==> config.mk <==
export PLATFORM = sky130hd
export DESIGN_NAME = t05_codebook_walker
export DESIGN_NICKNAME = d
export VERILOG_FILES = /design/src/rtl/t05_codebook_walker.sv
export SDC_FILE = /design/constraint.sdc
export NUM_CORES = 1
export LEC_CHECK = 0
export CORE_MARGIN = 2
export CORE_UTILIZATION = 60
export CTS_CLUSTER_SIZE = 12
export DETAILED_ROUTE_END_ITERATION = 8
export HOLD_SLACK_MARGIN = 0.06
export PLACE_DENSITY = 0.8
export SLEW_MARGIN = 5
export SYNTH_ARGS = -nofsm -noshare
export SYNTH_HDL_FRONTEND = slang
export SYNTH_SLANG_ARGS = --single-unit
==> constraint.sdc <==
create_clock -name clk -period 7.57 [get_ports clk]
set_clock_uncertainty 0.2 [all_clocks]
set_input_delay 1.8925 -clock clk [delete_from_list [all_inputs] [get_ports clk]]
set_output_delay 1.8925 -clock clk [all_outputs]
set_load 0.01 [all_outputs]
==> src/rtl/t05_codebook_walker.sv <==
// Huffman codebook walker: depth-first traversal of an external node store,
// emitting one (symbol, code, length) record per leaf on a valid/ready stream.
module t05_codebook_walker #(
   parameter int IDX_W   = 7,
   parameter int SYM_W   = 8,
   parameter int SUM_W   = 46,
   parameter int MAX_LEN = 32,
   localparam int CHILD_W = 1 + SYM_W,
   localparam int NODE_W  = 2*CHILD_W + SUM_W,
   localparam int LEN_W   = $clog2(MAX_LEN+1)
) (
   input  logic               clk,
   input  logic               rst,
   input  logic               start,
   input  logic [CHILD_W-1:0] root_child,
   input  logic [IDX_W-1:0]   max_index,
   output logic               node_req,
   output logic [IDX_W-1:0]   node_addr,
   input  logic               node_valid,
   input  logic [NODE_W-1:0]  node_rdata,
   output logic               cw_valid,
   input  logic               cw_ready,
   output logic [SYM_W-1:0]   cw_symbol,
   output logic [MAX_LEN-1:0] cw_code,
   output logic [LEN_W-1:0]   cw_len,
   output logic               busy,
   output logic               done,
   output logic               err
);

   localparam int SP_W  = (MAX_LEN > 1) ? $clog2(MAX_LEN) : 1;
   localparam int STK_W = CHILD_W + LEN_W;
   localparam logic [LEN_W:0] LEN_LIM = (LEN_W+1)'(MAX_LEN);

   typedef enum logic [2:0] {
      S_IDLE, S_FETCH, S_WAIT, S_LEFT, S_RIGHT, S_POP, S_EMIT, S_DONE
   } state_t;

   state_t             state_q, state_d, ret_q, ret_d;
   logic [IDX_W-1:0]   max_q, max_d, addr_q, addr_d;
   logic [CHILD_W-1:0] left_q, left_d, right_q, right_d;
   logic [MAX_LEN-1:0] code_q, code_d, cwc_q, cwc_d;
   logic [LEN_W-1:0]   len_q, len_d, cwl_q, cwl_d, sp_q, sp_d;
   logic [SYM_W-1:0]   sym_q, sym_d;
   logic               err_q, err_d;
   logic [STK_W-1:0]   stack_q [MAX_LEN];

   logic [CHILD_W-1:0] ch;
   logic               ch_bit;
   logic [LEN_W:0]     len_inc;
   logic [LEN_W-1:0]   sp_m1;
   logic [STK_W-1:0]   top;
   logic               push;
   logic               unused_sum;

   // LEFT and RIGHT share one datapath: the child under inspection and the code bit it adds
   assign ch         = (state_q == S_LEFT) ? left_q : right_q;
   assign ch_bit     = (state_q == S_RIGHT);
   assign len_inc    = {1'b0, len_q} + (LEN_W+1)'(1);
   assign sp_m1      = sp_q - LEN_W'(1);
   assign top        = stack_q[sp_m1[SP_W-1:0]];
   assign unused_sum = ^node_rdata[SUM_W-1:0];

   always_comb begin
      state_d = state_q;
      ret_d   = ret_q;
      max_d   = max_q;
      addr_d  = addr_q;
      left_d  = left_q;
      right_d = right_q;
      code_d  = code_q;
      len_d   = len_q;
      sp_d    = sp_q;
      sym_d   = sym_q;
      cwc_d   = cwc_q;
      cwl_d   = cwl_q;
      err_d   = err_q;
      push    = 1'b0;
      case (state_q)
         S_IDLE: begin
            if (start) begin
               err_d  = 1'b0;
               code_d = '0;
               len_d  = '0;
               sp_d   = '0;
               max_d  = max_index;
               if (root_child[CHILD_W-1]) begin
                  if (root_child[IDX_W-1:0] > max_index) begin
                     err_d   = 1'b1;
                     state_d = S_DONE;
                  end else begin
                     addr_d  = root_child[IDX_W-1:0];
                     state_d = S_FETCH;
                  end
               end else begin
                  sym_d   = root_child[SYM_W-1:0];
                  cwc_d   = '0;
                  cwl_d   = LEN_W'(1);
                  ret_d   = S_DONE;
                  state_d = S_EMIT;
               end
            end
         end
         S_FETCH: state_d = S_WAIT;
         S_WAIT: begin
            if (node_valid) begin
               left_d  = node_rdata[NODE_W-1 -: CHILD_W];
               right_d = node_rdata[NODE_W-CHILD_W-1 -: CHILD_W];
               state_d = S_LEFT;
            end
         end
         S_LEFT, S_RIGHT: begin
            if ((len_inc > LEN_LIM) || (ch[CHILD_W-1] && (ch[IDX_W-1:0] > max_q))) begin
               err_d   = 1'b1;
               state_d = S_DONE;
            end else if (ch[CHILD_W-1]) begin
               // only a left descent leaves a sibling behind to revisit
               if (!ch_bit) begin
                  push = 1'b1;
                  sp_d = sp_q + LEN_W'(1);
               end
               code_d  = {code_q[MAX_LEN-2:0], ch_bit};
               len_d   = len_inc[LEN_W-1:0];
               addr_d  = ch[IDX_W-1:0];
               state_d = S_FETCH;
            end else begin
               sym_d   = ch[SYM_W-1:0];
               cwc_d   = {code_q[MAX_LEN-2:0], ch_bit};
               cwl_d   = len_inc[LEN_W-1:0];
               ret_d   = ch_bit ? S_POP : S_RIGHT;
               state_d = S_EMIT;
            end
         end
         S_POP: begin
            if (sp_q == '0) begin
               state_d = S_DONE;
            end else begin
               sp_d    = sp_m1;
               code_d  = code_q >> (len_q - top[LEN_W-1:0]);
               len_d   = top[LEN_W-1:0];
               right_d = top[STK_W-1 -: CHILD_W];
               state_d = S_RIGHT;
            end
         end
         S_EMIT: if (cw_ready) state_d = ret_q;
         S_DONE: state_d = S_IDLE;
         default: state_d = S_IDLE;
      endcase
   end

   always_ff @(posedge clk or posedge rst) begin
      if (rst) begin
         state_q <= S_IDLE;
         ret_q   <= S_IDLE;
         max_q   <= '0;
         addr_q  <= '0;
         left_q  <= '0;
         right_q <= '0;
         code_q  <= '0;
         len_q   <= '0;
         sp_q    <= '0;
         sym_q   <= '0;
         cwc_q   <= '0;
         cwl_q   <= '0;
         err_q   <= 1'b0;
      end else begin
         state_q <= state_d;
         ret_q   <= ret_d;
         max_q   <= max_d;
         addr_q  <= addr_d;
         left_q  <= left_d;
         right_q <= right_d;
         code_q  <= code_d;
         len_q   <= len_d;
         sp_q    <= sp_d;
         sym_q   <= sym_d;
         cwc_q   <= cwc_d;
         cwl_q   <= cwl_d;
         err_q   <= err_d;
      end
   end

   // Stack contents need no reset; sp_q alone defines which entries are live
   always_ff @(posedge clk) begin
      if (push) stack_q[sp_q[SP_W-1:0]] <= {right_q, len_q};
   end

   assign node_req  = (state_q == S_FETCH);
   assign node_addr = addr_q;
   assign cw_valid  = (state_q == S_EMIT);
   assign cw_symbol = sym_q;
   assign cw_code   = cwc_q;
   assign cw_len    = cwl_q;
   assign busy      = (state_q != S_IDLE) && (state_q != S_DONE);
   assign done      = (state_q == S_DONE);
   assign err       = err_q;

endmodule

==> results.md <==
- The placer congestion estimate is 0.937.
- After clock tree synthesis, the flow added hold-fix buffers numbering 0.
- The distinct cell type count of the synthesized netlist is 76.
- Dividing the detail-routed via count by the number of cells gives 6.85.
- The first element of the critical path is sp_q[0]$_DFFE_PP0P_.
- The first global-routing pass estimated 108 mm of wire.
- The synthesized design contains 480 enable-type register cells.
- The normalized max-slew margin is 11.4%.
- The boundary pin count is 143.
- The first routing iteration left 2177 violations.
- The smallest clock period supported by the final layout is computed as 6.45 ns.
- The longest individual stage delay on the worst path is 1.21 ns.
- The slowest library cell on the worst path is fa_2.
- The final route contains 17.0k vias.
- The element type at the critical path end is a flop.
- Setup repair after global routing left no endpoint under its margin.
- In this run the worst path has a maximum fanout of 34.
- Across the run, the number of max-cap violations was 0.
- The number of nets in the synthesized netlist is 1863.
- For this run, the leading register cell type out of synthesis is edfxtp_1.
- The clock latency on the worst-skew pair is 0.65 ns.
- The floorplan step defined a core boundary enclosing 44300 um2.
- For this run the aggregate overflow at the end of global routing stands at 0.
- The pin count of the biggest net entering global routing is 78.
- Walking the worst path, the cells encountered are inv_1, ha_4, nor3b_1, xor2_1, buf_4, mux4_2, nand2_1, nand2_1, ha_2, inv_1, fa_2, mux2_2, o21a_1, a2111o_1, a32oi_1, nor3_1, o22a_1.
- The required time of the critical path is 7.85 ns.
- Once the clock tree was built, the resizer swapped 0 gates to a different size.
- The final number of max-transition violations is 0.
- The post-synthesis instance area is 27000 um2.
- The run finished with clean final reports.
- The gate count after technology mapping is 1752.
- The highest clock rate is 0.155 GHz.
- The initial antenna violation count is 0.
- The DRC violation count after routing is 0.
- The clock edge transition at the registers on the reported setup and hold paths is 0.06 ns.
- The deepest level of the CTS H-tree is 2.
- The transition time at the pin with the least slew margin is 1.32 ns.
- For this run, asynchronously set or reset flops after synthesis account for 21.2%.
- The reg-to-reg critical path startpoint is sp_q[0]$_DFFE_PP0P_.
- The floorplan has 77 rows.
- TritonCTS built the clock tree.
- The fraction of the cycle the final worst path needs is 85.2%.
- The initial utilization of the core area, before any placement, comes to 61.0%.
- STA classifies the critical path startpoint as a flop.
- The number of warnings printed during yosys synthesis is 0.
- The worst hold path belongs to the class flop to flop.
- The synthesized area divided by synthesized cell count is 15.4 um2.
- The number of nets with antenna violations after detailed routing is 0.
- The total clock buffers created by CTS is 60.
- After clock tree synthesis, the setup repair step added 0 buffers.
- The share of final-layout standard cells stronger than drive strength 1 is 17.9%.
- The total of endpoints with negative setup slack in the final report is 0.
- The area growth from synthesis to layout is 13.0%.
- For this run, the post-layout net count is 1966.
- For this block, the routed nets add up to 70.7 mm of wire.
- After synthesis, flip-flops and latches occupy 65.3% of the total area.
- 0 antenna diodes ended up in the layout.
- Data on the critical path arrives at its endpoint at 6.73 ns.
- In this run, synthesis produced a sequential element count of 609.
- The die height is 216 um.
- The count of endpoints failing hold in the final timing report was 0.
- CTS placed an instance of clkbuf_16 at the clock tree root.
- In this run the most critical hold path is launched from ret_q[2]$_DFFE_PP0P_.
- The layout has 2818 filler cells.
- The setup TNS is 0 ns.
- The die covers 46800 um2.
- The kind of critical path is flop to flop.
- The wire-length estimate of the detail-placed layout is 42.6 mm.
- The count of port buffers added during placement is 96.
- The via count of the first global-routing pass is 17.0k.
- The post-detailed-route wirelength per cell is 28.4 um.
- The total routing usage reported by global routing is 31.0%.
- In this run the deepest clock path goes through 3 buffers.
- The clock net in this run drives a total of 609 sinks.
- The first detailed-routing pass ran for 6 iterations.
- The floorplan die width is 216 um.
==> worst paths after layout <==
| kind | to | slack (ns) | depth (start not counted) |
|---|---|---|---|
| max | code_q[1]$_DFFE_PP0P_ | 1.12 | 17 |
| min | ret_q[2]$_DFFE_PP0P_ | 0.27 | 1 |
| max reg2reg | code_q[1]$_DFFE_PP0P_ | 1.12 | 17 |
| min reg2reg | ret_q[2]$_DFFE_PP0P_ | 0.27 | 1 |
| max in group asynchronous | code_q[29]$_DFFE_PP0P_ | 4.19 | 3 |
| min in group asynchronous | max_q[5]$_DFFE_PP0P_ | 1.65 | 2 |
==> cell type report <==
cell class | instances | area (um2) | area share (%)
timing repair buffer | 154 | 1400 | 4.57
clock inverter | 13 | 143 | 0.467
sequential | 609 | 17600 | 57.8
inverter | 49 | 186 | 0.610
tap | 592 | 741 | 2.42
clock buffer | 87 | 1640 | 5.38
multi-input combinational | 981 | 8800 | 28.8
==> flip-flops by register name, summed over array words and instances, names as in the netlist <==
name       cells
code_q        32
cw_code       32
cw_len         6
cw_symbol      8
err            1
left_q         9
len_q          6
max_q          7
node_addr      7
ret_q          3
right_q        9
sp_q           6
stack_q      480
state_q        3
==> placed cells by master, fill, tap and decap left out, types with 10 or more instances in the layout <==
cell	synthesis	routed
a21oi_1	24	23
nand2b_1	11	11
ha_1	25	23
clkdlybuf4s50_1	0	96
clkbuf_16	0	61
mux2_2	14	14
dfrtp_1	129	128
nand3_1	37	37
o221ai_1	19	19
inv_1	49	48
mux2i_1	80	80
nor3_1	26	24
nor2_1	84	80
nor2b_1	16	16
clkbuf_1	75	24
a31oi_1	32	32
o211ai_1	14	14
edfxtp_1	480	480
o22a_1	16	16
nand2_1	160	159
buf_4	5	58
mux4_2	148	148
o21ai_0	112	112
a32oi_1	17	17
o21ai_2	10	10
==> stage by stage <==
| stage | std cells | worst slack, ns | hold WS [ns] | area (um2) | utilization, % |
|---|---|---|---|---|---|
| after floorplan | 1752 | 1.42 | 0.229 | 27000 | - |
| after global placement | 2385 | 1.35 | 0.247 | 28800 | 64.9 |
| after detailed placement | 2385 | 1.27 | 0.247 | 28800 | 64.9 |
| after CTS | 2485 | 1.14 | 0.265 | 30600 | 68.9 |
| after global routing | 2485 | 0.827 | 0.304 | 30600 | 68.9 |
| final | 2485 | 1.12 | 0.269 | 30600 | 68.9 |
==> cells in the mapped netlist, types with 5 or more instances <==
| cell | number | area [um2] |
|---|---|---|
| o2111ai_1 | 9 | 78.8 |
| nor3b_1 | 5 | 37.5 |
| ha_1 | 25 | 313 |
| nor2_1 | 84 | 315 |
| o21ai_0 | 112 | 561 |
| o221ai_1 | 19 | 166 |
| and3_1 | 6 | 37.5 |
| buf_6 | 5 | 56.3 |
| a21oi_1 | 24 | 120 |
| o21a_1 | 7 | 52.6 |
| xnor2_1 | 9 | 78.8 |
| o211ai_1 | 14 | 105 |
| buf_4 | 5 | 37.5 |
| a31oi_1 | 32 | 200 |
| buf_2 | 23 | 115 |
| o31ai_1 | 9 | 67.6 |
| clkbuf_1 | 75 | 282 |
| a32oi_1 | 17 | 149 |
| edfxtp_1 | 480 | 14400 |
| nand3_1 | 37 | 185 |
| mux2i_1 | 80 | 801 |
| mux2_2 | 14 | 158 |
| inv_1 | 49 | 184 |
| buf_1 | 5 | 18.8 |
| o22ai_1 | 8 | 50.1 |
| mux4_2 | 148 | 3330 |
| nor3_1 | 26 | 130 |
| o21ai_2 | 10 | 87.6 |
| nor2b_1 | 16 | 100 |
| nand2_1 | 160 | 601 |
| nand2b_1 | 11 | 68.8 |
| a211oi_1 | 9 | 67.6 |
| o22a_1 | 16 | 140 |
| dfrtp_1 | 129 | 3230 |
==> per-layer routing <==
layer	vias to the layer above	GRT usage (%)	part of all wire [%]
met3	177	5.81	9.7
met5	-	0	0
met4	0	10.9	3.3
li1	7094	-	-
met2	1158	48.8	48
met1	8599	44.0	39
==> critical path: cells and delay by family (launching register included) <==
family	cells	cell delay, ns
xor+xnor	1	0.55
flops	1	0.63
fa+ha+maj	3	1.64
compound gates	4	1.21
buf+inv	3	0.61
simple gates	4	0.79
mux	2	0.68
==> kinds of logic after synthesis <==
logic type	Yosys count	share of synthesized area (%)
DFF	609	65.3
and+or+nand+nor	375	6.29
AOI/OAI and AO/OA	321	8.06
adders and majority gates	26	1.23
muxes	244	16.0
buffers and inverters	162	2.56
xor gates and xnor gates	15	0.583
Power is left out: the tool's default activity adds up to more than one toggle a clock period on the data nets, which glitch-free logic cannot reach.
